$ cat config.mk
export PLATFORM = sky130hd
export DESIGN_NAME = alu_arbiter
export DESIGN_NICKNAME = d
export VERILOG_FILES = /design/src/rtl/alu_arb_pkg.sv /design/src/rtl/alu.sv /design/src/rtl/alu_arbiter.sv
export SDC_FILE = /design/constraint.sdc
export NUM_CORES = 1
export LEC_CHECK = 0
export ABC_AREA = 1
export BUFFER_PORTS_ARGS = -buffer_cell sky130_fd_sc_hd__buf_4
export CAP_MARGIN = 20
export CORE_ASPECT_RATIO = 2
export CORE_MARGIN = 1
export CORE_UTILIZATION = 50
export DETAILED_ROUTE_END_ITERATION = 8
export GPL_TIMING_DRIVEN = 0
export HOLD_SLACK_MARGIN = 0.1
export PLACE_DENSITY_LB_ADDON = 0.15
export SLEW_MARGIN = 20
export SYNTH_ARGS = -nofsm -noshare
export SYNTH_HDL_FRONTEND = slang
export SYNTH_HIERARCHICAL = 1
export SYNTH_SLANG_ARGS = --single-unit
$ cat constraint.sdc
create_clock -name clk -period 4.05 [get_ports clk]
set_clock_uncertainty 0.15 [all_clocks]
set_input_delay 0.81 -clock clk [delete_from_list [all_inputs] [get_ports clk]]
set_output_delay 0.81 -clock clk [all_outputs]
set_load 0.005 [all_outputs]
$ cat src/rtl/alu_arb_pkg.sv
// alu_arb_pkg: FSM states and width constants shared by the alu arbiter slice.
package alu_arb_pkg;
   typedef enum logic [1:0] {IDLE, EXEC, RESP} state_t;
   localparam int SEL_W     = 2;
   localparam int DEF_WIDTH = 16;
endpackage

$ cat src/rtl/alu.sv
// alu: shared combinational ALU; sel 0 add, 1 sub, 2 and, 3 or.
module alu
   import alu_arb_pkg::*;
#(
   parameter int WIDTH = DEF_WIDTH
)(
   input  logic [WIDTH-1:0] i_a,
   input  logic [WIDTH-1:0] i_b,
   input  logic [SEL_W-1:0] i_sel,
   output logic [WIDTH-1:0] o_y
);
   assign o_y = (i_sel == 2'd0) ? i_a + i_b :
                (i_sel == 2'd1) ? i_a - i_b :
                (i_sel == 2'd2) ? i_a & i_b : i_a | i_b;
endmodule

$ cat src/rtl/alu_arbiter.sv
// alu_arbiter: shares one alu among N_REQ valid/ready requesters, round-robin by default.
// Define ALU_ARB_FIXED_PRIO_EN for fixed priority (lowest valid index wins).
module alu_arbiter
   import alu_arb_pkg::*;
#(
   parameter int N_REQ = 4,
   parameter int WIDTH = DEF_WIDTH,
   parameter int ID_W  = $clog2(N_REQ)
)(
   input  logic                   clk,
   input  logic                   rst,
   input  logic [N_REQ-1:0]       req_valid,
   output logic [N_REQ-1:0]       req_ready,
   input  logic [N_REQ*WIDTH-1:0] req_a,
   input  logic [N_REQ*WIDTH-1:0] req_b,
   input  logic [N_REQ*SEL_W-1:0] req_sel,
   output logic                   rsp_valid,
   input  logic                   rsp_ready,
   output logic [WIDTH-1:0]       rsp_data,
   output logic [ID_W-1:0]        rsp_id
);
   state_t           r_state;
   logic [WIDTH-1:0] r_a, r_b, r_rsp_data, w_y;
   logic [SEL_W-1:0] r_sel;
   logic [ID_W-1:0]  r_id, r_rsp_id, w_gnt;
   logic             r_rsp_valid, w_gnt_vld, w_accept;
`ifdef ALU_ARB_FIXED_PRIO_EN
   always_comb begin
      w_gnt_vld = 1'b0;
      w_gnt     = '0;
      for (int k = N_REQ - 1; k >= 0; k--)
         if (req_valid[k]) begin
            w_gnt_vld = 1'b1;
            w_gnt     = ID_W'(k);
         end
   end
`else
   logic [ID_W-1:0] r_last, w_idx;
   // scan downward so the nearest valid index after r_last is written last and wins
   always_comb begin
      w_gnt_vld = 1'b0;
      w_gnt     = '0;
      w_idx     = '0;
      for (int k = N_REQ; k >= 1; k--) begin
         w_idx = ID_W'((int'(r_last) + k) % N_REQ);
         if (req_valid[w_idx]) begin
            w_gnt_vld = 1'b1;
            w_gnt     = w_idx;
         end
      end
   end
   always_ff @(posedge clk or posedge rst)
      if (rst)
         r_last <= ID_W'(N_REQ - 1);
      else if (w_accept)
         r_last <= w_gnt;
`endif
   assign w_accept  = (r_state == IDLE) && w_gnt_vld;
   assign req_ready = (w_accept && !rst) ? N_REQ'(1) << w_gnt : '0;
   assign rsp_valid = r_rsp_valid;
   assign rsp_data  = r_rsp_data;
   assign rsp_id    = r_rsp_id;
   always_ff @(posedge clk or posedge rst)
      if (rst) begin
         r_state     <= IDLE;
         r_a         <= '0;
         r_b         <= '0;
         r_sel       <= '0;
         r_id        <= '0;
         r_rsp_valid <= 1'b0;
         r_rsp_data  <= '0;
         r_rsp_id    <= '0;
      end else
         case (r_state)
            IDLE: if (w_accept) begin
               r_a     <= req_a[int'(w_gnt)*WIDTH +: WIDTH];
               r_b     <= req_b[int'(w_gnt)*WIDTH +: WIDTH];
               r_sel   <= req_sel[int'(w_gnt)*SEL_W +: SEL_W];
               r_id    <= w_gnt;
               r_state <= EXEC;
            end
            EXEC: begin
               r_rsp_data  <= w_y;
               r_rsp_id    <= r_id;
               r_rsp_valid <= 1'b1;
               r_state     <= RESP;
            end
            RESP: if (rsp_ready) begin
               r_rsp_valid <= 1'b0;
               r_state     <= IDLE;
            end
            default: r_state <= IDLE;
         endcase
   alu #(.WIDTH(WIDTH)) u_alu (
      .i_a  (r_a),
      .i_b  (r_b),
      .i_sel(r_sel),
      .o_y  (w_y)
   );
endmodule

==> metrics.cfg, run 1 <==
[outcome]
status=completed

[timing]
rsz0062_at_grt=false
final_max_slew_viol_count=0
hold_viol=0
min_period_ns=3.39
max_freq_mhz=295
tns_ns=0
worst_slew_pin_slew_ns=0.907
max-slew-margin-rel=0.393
setup_violations=0
post-route-period-util=0.837

[yosys]
synth-seq-area-share=0.223
syn_area_per_cell_um2=5.92
synth_fp_nets=1312
synth-seq-cells=59
synth_cells=1120
synthesis.area_um2=6630
ys_types=39
yosys_warnings=6

[routing]
vias_per_cell=5.07
dr.pass1.iters=4
routed_wl_um=21500
drc=0
vias=7378
wl_per_cell_um=14.8
ant_nets=0
drt_iter0_drc=363

[global_routing]
grt_pass1_vias=7131
grt_pass1_wl_um=34100
antenna_found_initial=0
track_usage=0.318
grt_overflow_total=0
grt_max_degree=36

[pwr]
seqPwrFrac=0.130
clkPwrFrac=0.081
power.internal_mw=3.84
pwr_density_cell_nw_per_um2=1070
netSwitchingPower_mw=5.09
sw_frac_of_total=0.570
combPwrFrac=0.790
peakVddDrop_mv=0.821
p_leak_nw=5.04

[finish]
area_growth_pct=26.2
layout-drive-gt1-share=0.216
nNetsFinal=1489
diodes=0
layout.cells.most_common=nand2_1
final_cell_mix=nand2_1, buf_4, inv_1
final_core_util=0.644

[cts]
cts_setup_buffers=0
clk_latency_ns=0.34
clock-sinks=59
cts_tree=yes
path_clk_slew_ns=0.06
hold_buffers=0
root_buffer=clkbuf_16
ctsResizeCount=0
htree_levels=3
clock_path_buffers=2
cts_buffers=9

[job]
drv_cap=0

[place]
portBuffers=165
gp_congestion=0.916
dpl.hpwl_um=18200

[setup_path]
crit_required_ns=3.09
cp.arrival_ns=2.43
cp_max_fo=10
cp-start-kind=register
crit_type=register to output port
cp_common_cell=nand2_1
end_kind=output port
slowest_delay_ns=0.53
slowest_stage=dfstp_2
crit_chain=buf_6, inv_4, nand2_1, nand2_1, nand2_2, nand2_1, inv_2, nand3_4, nand2_4, buf_2, nand2_1, nor3_1, buf_4

[floorplanning]
initial_core_util=0.510
pin_count=166
fp.dieH_um=165
rows=59
core_area_um2=13000
die_x_um=83.4
dieArea_um2=13800

[min_path]
hp-class=input pin to async pin

[final timing paths]
check                                                end  cells after the start  slack (ns)                    start
worst min register to register   rsp_data[7]$_DFFE_PP0P_                      2        0.32  rsp_data[7]$_DFFE_PP0P_
min in group clk                 rsp_data[7]$_DFFE_PP0P_                      2        0.32  rsp_data[7]$_DFFE_PP0P_
max in group asynchronous          r_last[1]$_DFFE_PP1P_                      3        2.89                      rst
worst min-delay path              r_state[0]$_DFFE_PP0P_                      2        0.31                      rst
worst max register to register  rsp_data[11]$_DFFE_PP0P_                     14        1.58       r_a[1]$_DFFE_PP0P_
worst max-delay path                        req_ready[1]                     13        0.66    r_last[0]$_DFFE_PP1P_
[cell families (layout without fill, tap and decap cells)]
| group | count (synthesis) | in the layout | synth area share |
|---|---|---|---|
| compound gates | 92 | 92 | 0.0847 |
| buf+inv | 217 | 399 | 0.147 |
| fa+ha+maj | 49 | 49 | 0.0947 |
| flops | 59 | 59 | 0.223 |
| xor+xnor | 6 | 6 | 0.00792 |
| simple gates | 697 | 697 | 0.443 |
[worst max-delay path: cells and delay by family (launching register included)]
family	cells	cell delay, ns
flip-flops	1	0.53
buffers and inverters	5	0.64
AND/OR/NAND/NOR	8	0.90
[cells in the mapped netlist (all sizes together)]
| master | number | area, um^2 |
|---|---|---|
| a21o | 1 | 7.51 |
| a21oi | 42 | 263 |
| and2 | 1 | 6.26 |
| buf | 44 | 322 |
| clkbuf | 7 | 26.3 |
| clkinv | 1 | 3.75 |
| dfrtp | 57 | 1430 |
| dfstp | 2 | 52.6 |
| fa | 2 | 40.0 |
| ha | 47 | 588 |
| inv | 165 | 622 |
| nand2 | 495 | 1900 |
| nand3 | 144 | 771 |
| nand3b | 2 | 15.0 |
| nand4 | 3 | 18.8 |
| nor2 | 46 | 193 |
| nor3 | 6 | 35.0 |
| o211ai | 4 | 30.0 |
| o21a | 1 | 7.51 |
| o21ai | 33 | 169 |
| o21bai | 7 | 52.6 |
| o221ai | 3 | 26.3 |
| o22ai | 1 | 6.26 |
| xor2 | 6 | 52.6 |
[stage by stage]
step	power (mW)	instance area [um^2]	hold WS (ns)	cells	setup slack, ns
2_1_floorplan	6.24	6630	0.294	1120	0.591
3_3_place_gp	8.05	8060	0.304	1437	-0.240
3_5_place_dp	8.13	8080	0.309	1438	0.675
4_1_cts	8.90	8370	0.318	1454	0.655
5_1_grt	9.89	8370	0.339	1454	0.473
6_report	8.93	8370	0.305	1454	0.661
[power by group through the flow]
| stage | Sequential [mW] | Combinational [mW] | Clock (mW) |
|---|---|---|---|
| 3_3_place_gp | 1.15 | 6.89 | 0 |
| 2_1_floorplan | 1.10 | 5.13 | 0 |
| 3_5_place_dp | 1.16 | 6.96 | 0 |
| 4_1_cts | 1.16 | 7.01 | 0.727 |
| 5_1_grt | 1.19 | 7.94 | 0.752 |
| 6_report | 1.16 | 7.05 | 0.721 |
[state kept, by name, indices dropped and copies added (netlist names)]
register	cells
r_sel	2
r_last	2
r_a	16
r_id	2
rsp_data	16
rsp_valid	1
r_state	2
rsp_id	2
r_b	16
[metal layers]
| layer | track usage | share of wire |
|---|---|---|
| met1 | 0.291 | 0.34 |
| met2 | 0.650 | 0.56 |
| met3 | 0.0400 | 0.044 |
| met4 | 0.193 | 0.050 |
| met5 | 0 | 0 |
[area by class of cell]
| class | count | area (um^2) |
|---|---|---|
| plain buffers | 51 | 348 |
| clock buffers | 13 | 260 |
| clock inverters | 3 | 22.5 |
| fillers | 1304 | 4630 |
| inverters | 166 | 628 |
| multi-input cells | 844 | 4180 |
| flip-flops and latches | 59 | 1480 |
| well taps | 152 | 190 |
| repair buffers | 166 | 1260 |
No activity file was read; power rests on OpenSTA's default activity.
==> run 2, diff against run 1 <==
==> constraint.sdc (replaced) <==
create_clock -name clk -period 3.4 [get_ports clk]
set_clock_uncertainty 0.15 [all_clocks]
set_input_delay 0.68 -clock clk [delete_from_list [all_inputs] [get_ports clk]]
set_output_delay 0.68 -clock clk [all_outputs]
set_load 0.005 [all_outputs]
==> run 2 against run 1 <==
Utilization barely moved. First-iteration DRC count shrank 1.9%. Global-route usage unchanged. Die area did not move. Via count is 0.15% lower. Sequential share of layout area about the same. Power up 19%. Routed wire length decreased by 0.31%. Flip-flop and latch count unchanged. Clock-buffer cell count did not move. Critical endpoint is now req_ready[0]. Largest cell class unchanged. Largest power group unchanged.
==> metrics.cfg, run 2 (synthesis results as in run 1) <==
[global_routing]
grt_max_degree=36  ; unchanged
antenna_found_initial=0  ; unchanged
grt_overflow_total=0  ; unchanged
grt_pass1_wl_um=34100  ; unchanged
track_usage=0.318  ; unchanged
grt_pass1_vias=7131  ; unchanged

[setup_path]
rr_startpoint=r_a[1]$_DFFE_PP0P_
cp.arrival_ns=2.34  ; -0.09 ns
cp-endpoint=req_ready[0]
cp_max_fo=10  ; unchanged
rrSetupSlack_ns=0.94  ; -0.64 ns
startpoint=r_last[0]$_DFFE_PP1P_
reg2regPathDepth=14  ; unchanged
end_kind=output port
crit_required_ns=2.57  ; -0.52 ns
crit_type=register to output port
worstReg2RegEnd=rsp_data[11]$_DFFE_PP0P_
cp-start-kind=register

[routing]
vias=7367  ; -0.15%
routed_wl_um=21400  ; -0.31%
vias_per_cell=5.07  ; about the same
dr.pass1.iters=7  ; +3
ant_nets=0  ; unchanged
drc=0  ; unchanged
drt_iter0_drc=356  ; -1.9%
wl_per_cell_um=14.8  ; -0.24%

[pwr]
p_leak_nw=5.03  ; about the same
pwr_density_cell_nw_per_um2=1270  ; +19%
peakVddDrop_mv=0.976  ; +19%
finalPower_mw=10.6  ; +19%

[finish]
layout-drive-gt1-share=0.215  ; -0.000603
instances_no_fill=1453  ; -0.069%
nNetsFinal=1488  ; -0.067%
final_cell_mix=nand2_1, buf_4, inv_1
layout.cells.most_common=nand2_1
nFillCells=1305  ; +0.077%
diodes=0  ; unchanged
area_growth_pct=26.1  ; about the same

[timing]
max_freq_mhz=316
final_max_slew_viol_count=0  ; unchanged
tns_ns=0  ; unchanged
hold_viol=0  ; unchanged
setup_slack_ns=0.230  ; -0.430 ns
rsz0062_at_grt=false
whs_ns=0.174  ; -0.132 ns
post-route-period-util=0.932
setup_violations=0  ; unchanged
worst_slew_pin_slew_ns=0.904  ; -0.00311 ns
max-slew-margin-rel=0.395  ; +0.00208
min_period_ns=3.17

[outcome]
status=completed

[cts]
cts_tree=yes
root_buffer=clkbuf_16
ctsResizeCount=0  ; unchanged
clock_path_buffers=2  ; unchanged
cts_buffers=9  ; unchanged
cts_setup_buffers=0  ; unchanged
hold_buffers=0  ; unchanged
clock-sinks=59  ; unchanged
htree_levels=3  ; unchanged
clk_latency_ns=0.34  ; about the same
path_clk_slew_ns=0.06  ; about the same

[floorplanning]
pin_count=166  ; unchanged
dieArea_um2=13800  ; unchanged
fp.dieH_um=165  ; unchanged
core_area_um2=13000  ; unchanged
rows=59  ; unchanged
initial_core_util=0.510  ; unchanged
die_x_um=83.4  ; unchanged

[place]
portBuffers=165  ; unchanged
dp_slack_ns=0.285  ; -0.390 ns
dpl.cell_count=1438  ; unchanged
dpl.hpwl_um=18200  ; unchanged
gp_congestion=0.916  ; unchanged

[min_path]
hp-class=input pin to async pin

[job]
drv_cap=0  ; unchanged

## run 2: cell types whose count changed in the layout (fill, tap and decap cells not counted), sizes merged
| cell | change |
|---|---|
| buf | -1 |
## run 2: critical path: stages, from the launching register on
cell	delay, ns
dfstp_2	0.53
buf_6	0.12
inv_4	0.05
nand2_1	0.05
nand2_1	0.08
nand2_1	0.12
nand2_1	0.06
nor2_1	0.14
nand2_1	0.11
nand3_4	0.13
inv_2	0.05
buf_2	0.19
nor3_1	0.22
buf_4	0.15
## run 2: per-stage QoR
step                instance area [um^2]   util
floorplan                           6630      -
global placement                    8060  0.620
detailed placement                  8080  0.622
CTS                                 8370  0.644
global route                        8360  0.643
finish                              8360  0.643
## run 2: where the power goes
group / leakage [nW] / internal (mW) / switching [mW] / total, mW
Sequential: 0.731 / 1.08 / 0.295 / 1.38
Combinational: 4.17 / 2.95 / 5.43 / 8.38
Clock: 0.128 / 0.533 / 0.331 / 0.863
Total: 5.03 / 4.56 / 6.06 / 10.6
## run 2: worst min-delay path by stage
stage,to,slack (ns),depth (start not counted)
after floorplan,r_sel[1]$_DFFE_PP0P_,0.29,2
after detailed placement,rsp_data[13]$_DFFE_PP0P_,0.31,2
final,r_state[0]$_DFFE_PP0P_,0.17,2
after global placement,rsp_data[6]$_DFFE_PP0P_,0.30,2
after global routing,rsp_id[0]$_DFFE_PP0P_,0.21,2
after CTS,rsp_id[0]$_DFFE_PP0P_,0.19,2
## run 2: layout make-up
cell class	instances	area [um^2]	share of cell area
multi-input cells	844	4180	0.500
flip-flops and latches	59	1480	0.177
repair buffers	166	1260	0.151
inverters	166	628	0.0751
plain buffers	50	343	0.0410
clock buffers	13	260	0.0311
well taps	152	190	0.0227
clock inverters	3	22.5	0.00269
## run 2: routing by layer
| metal | wire length [um] | GRT usage | vias to the layer above | part of all wire |
|---|---|---|---|---|
| met5 | 0 | 0 | - | 0 |
| met4 | 1100 | 0.193 | 0 | 0.051 |
| met3 | 962 | 0.0400 | 77 | 0.045 |
| met2 | 12100 | 0.650 | 271 | 0.56 |
| met1 | 7320 | 0.291 | 3217 | 0.34 |
| li1 | - | - | 3802 | - |
==> run 3, diff against run 2 <==
--- a/config.mk
+++ b/config.mk
@@ -5,7 +5,6 @@
 export SDC_FILE = /design/constraint.sdc
 export NUM_CORES = 1
 export LEC_CHECK = 0
-export ABC_AREA = 1
 export BUFFER_PORTS_ARGS = -buffer_cell sky130_fd_sc_hd__buf_4
 export CAP_MARGIN = 20
 export CORE_ASPECT_RATIO = 2
==> run 3 against run 2 <==
Hold slack lost 0.032 ns. Worst setup slack worse by 0.19 ns. Clock power rose by 2.9%. Die area down 14%. Utilization up 3.4 points. Power down 23%. Register-to-register slack lost 0.90 ns. Global-route usage rose by 5.3 points. Largest cell class unchanged. Largest power group unchanged.
==> metrics.cfg, run 3 <==
[place]
gp_congestion=0.973  ; +6.2%
dpl.hpwl_um=17400  ; -4.2%
portBuffers=165  ; unchanged
dpl_cell_area_um2=7120  ; -12%
dp_slack_ns=0.00260  ; -0.283 ns

[global_routing]
grt_overflow_total=0  ; unchanged
antenna_found_initial=0  ; unchanged
track_usage=0.371  ; +0.0530
grt_pass1_vias=6269  ; -12%
grt_pass1_wl_um=33000  ; -3.2%
grt_max_degree=50  ; +39%

[cts]
clk_latency_ns=0.34  ; about the same
htree_levels=3  ; unchanged
clock-sinks=59  ; unchanged
cts_setup_buffers=0  ; unchanged
root_buffer=clkbuf_16
clock_path_buffers=2  ; unchanged
cts_tree=yes
cts_buffers=9  ; unchanged
path_clk_slew_ns=0.06  ; about the same

[floorplanning]
pin_count=166  ; unchanged
fp.dieH_um=153  ; -7.4%
die_x_um=77.3  ; -7.3%
initial_core_util=0.518  ; +0.00789
dieArea_um2=11800  ; -14%
rows=54  ; -8.5%
core_area_um2=10900  ; -16%

[yosys]
synth-seq-area-share=0.261  ; +0.0377
synth_top_cell_by_area=dfrtp_1
yosys.cell_count.top_type=nor2_1
ys.flop_type=dfrtp_1
ys_types=75  ; +92%
synthTopCellsByArea=dfrtp_1, ha_1, a211oi_1, mux2i_1, and4_1
synth_common_cells=nor2_1, a211oi_1, dfrtp_1
synth-seq-cells=59  ; unchanged
synth_top_family_by_area=compound AO/OA/AOI/OAI gates
synthArstFlopShare=1.00  ; unchanged
synth_compound_area_frac=0.247  ; +0.162
synth_edf_count=0  ; unchanged
yosys-mux-area-fraction=0.109  ; +0.109
synthXorXnorAreaFrac=0.00618  ; -0.00175
synth_fp_nets=845  ; -36%
synth_top_area_frac=0.251  ; -0.0208
synth_cells=653  ; -42%
synthAdderAreaFrac=0.111  ; +0.0160
syn_area_per_cell_um2=8.69  ; +47%
synthesis.area_um2=5670  ; -14%
synth_simple_gate_area_frac=0.181  ; -0.262
yosys_warnings=6  ; unchanged

[setup_path]
reg2regPathDepth=10  ; -4
cp_max_fo=10  ; unchanged
crit_required_ns=3.47  ; +0.90 ns
worstReg2RegEnd=rsp_data[13]$_DFFE_PP0P_
end_kind=register
rrSetupSlack_ns=0.04  ; -0.90 ns
cp.arrival_ns=3.43  ; +1.09 ns
startpoint=r_b[9]$_DFFE_PP0P_
rr_startpoint=r_b[9]$_DFFE_PP0P_
cp-start-kind=register
crit_type=register to register

[finish]
final_core_util=0.678  ; +0.0343
area_growth_pct=30.8
layout.cells.most_common=buf_4
final_cell_mix=buf_4, nor2_1, a211oi_1
nFillCells=884  ; -32%
nNetsFinal=1022  ; -31%
layout-drive-gt1-share=0.306  ; +0.0905
diodes=0  ; unchanged
final_area_um2=7420  ; -11%

[pwr]
pwr_density_cell_nw_per_um2=1110  ; -13%
finalPower_mw=8.21  ; -23%
peakVddDrop_mv=0.492  ; -50%
p_leak_nw=3.49  ; -31%

[job]
drv_cap=0  ; unchanged

[routing]
routed_wl_um=21600  ; +0.64%
ant_nets=0  ; unchanged
wl_per_cell_um=22.2  ; +50%
drt_iter0_drc=283  ; -21%
dr.pass1.iters=6  ; -1
vias=6067  ; -18%
vias_per_cell=6.23  ; +23%
drc=0  ; unchanged

[timing]
max_freq_mhz=297  ; -5.8%
max-slew-margin-rel=0.496  ; +0.101
rsz0062_at_grt=false
min_period_ns=3.36  ; +0.195 ns
setup_violations=0  ; unchanged
setup_slack_ns=0.0357  ; -0.195 ns
final_max_slew_viol_count=0  ; unchanged
hold_viol=0  ; unchanged
whs_ns=0.142  ; -0.0321 ns
post-route-period-util=0.990  ; +0.0573
worst_slew_pin_slew_ns=0.749  ; -0.155 ns

[outcome]
status=completed

[min_path]
hp-class=input pin to async pin

run 3: changes by cell type in the layout (fill, tap and decap cells not counted), moves of 36 or more:
cell | before | now
nand2_1 | 481 | 25
nand3_1 | 137 | 6
inv_1 | 149 | 47
a211oi_1 | 0 | 72
mux2i_1 | 0 | 37
and4_1 | 0 | 36
run 3: per-layer routing:
layer / track usage / vias up / wire length, um
met2: 0.701 / 305 / 11800
met5: 0 / - / 0
li1: - / 2768 / -
met1: 0.332 / 2888 / 6900
met4: 0.311 / 0 / 1910
met3: 0.0563 / 106 / 946
run 3: report_power, final:
group	leakage (nW)	switching, mW	internal, mW	total, mW
sequential	0.662	0.393	1.09	1.48
clock	0.136	0.327	0.561	0.888
combinational	2.69	3.46	2.38	5.84
total	3.49	4.18	4.02	8.21
run 3: per-stage QoR:
step / std cells / TNS (ns)
floorplan: 653 / 0
global placement: 958 / -0.950
detailed placement: 959 / 0
CTS: 974 / 0
global route: 974 / 0
finish: 974 / 0
run 3: critical path, cell delays in order (launching register included):
cell and delay [ns]:
dfrtp_1 0.46, inv_1 0.10, ha_1 0.33, buf_2 0.22, nor3_1 0.56, o211ai_1 0.34
o21a_1 0.23, a31oi_1 0.20, nor4_1 0.07, o31a_1 0.30, mux2_2 0.29
run 3: how the worst max path moves through the flow:
stage | endpoint | slack, ns | cells past startpoint
6_report | rsp_data[13]$_DFFE_PP0P_ | 0.04 | 10
5_1_grt | rsp_data[14]$_DFFE_PP0P_ | 0.009 | 9
4_1_cts | rsp_data[14]$_DFFE_PP0P_ | 0.04 | 9
3_5_place_dp | rsp_data[13]$_DFFE_PP0P_ | 0.003 | 10
3_3_place_gp | req_ready[2] | -0.48 | 4
2_1_floorplan | req_ready[2] | 0.31 | 2
run 3: final cells by class:
cell class / instances / area (um^2) / area share
Tap cell: 140 / 175 / 0.0236
Multi-Input combinational cell: 493 / 3730 / 0.503
Inverter: 49 / 186 / 0.0251
Clock buffer: 12 / 236 / 0.0319
Timing Repair Buffer: 166 / 1270 / 0.171
Clock inverter: 3 / 40.0 / 0.00540
Sequential cell: 59 / 1480 / 0.199
Buffer: 52 / 304 / 0.0410
run 3: kinds of logic (layout without fill, tap and decap cells):
group	count (synthesis)	count (layout)
AOI/OAI and AO/OA	193	193
adders and majority gates	49	49
xor gates and xnor gates	4	4
and+or+nand+nor	189	189
muxes	58	58
buffers and inverters	101	282
DFF	59	59
run 3: timing repair:
action / 4_1_cts / 5_1_grt
gates resized for setup: 1 / 4
hold buffers: 0 / 0
endpoints found under the setup margin: 2 / 5
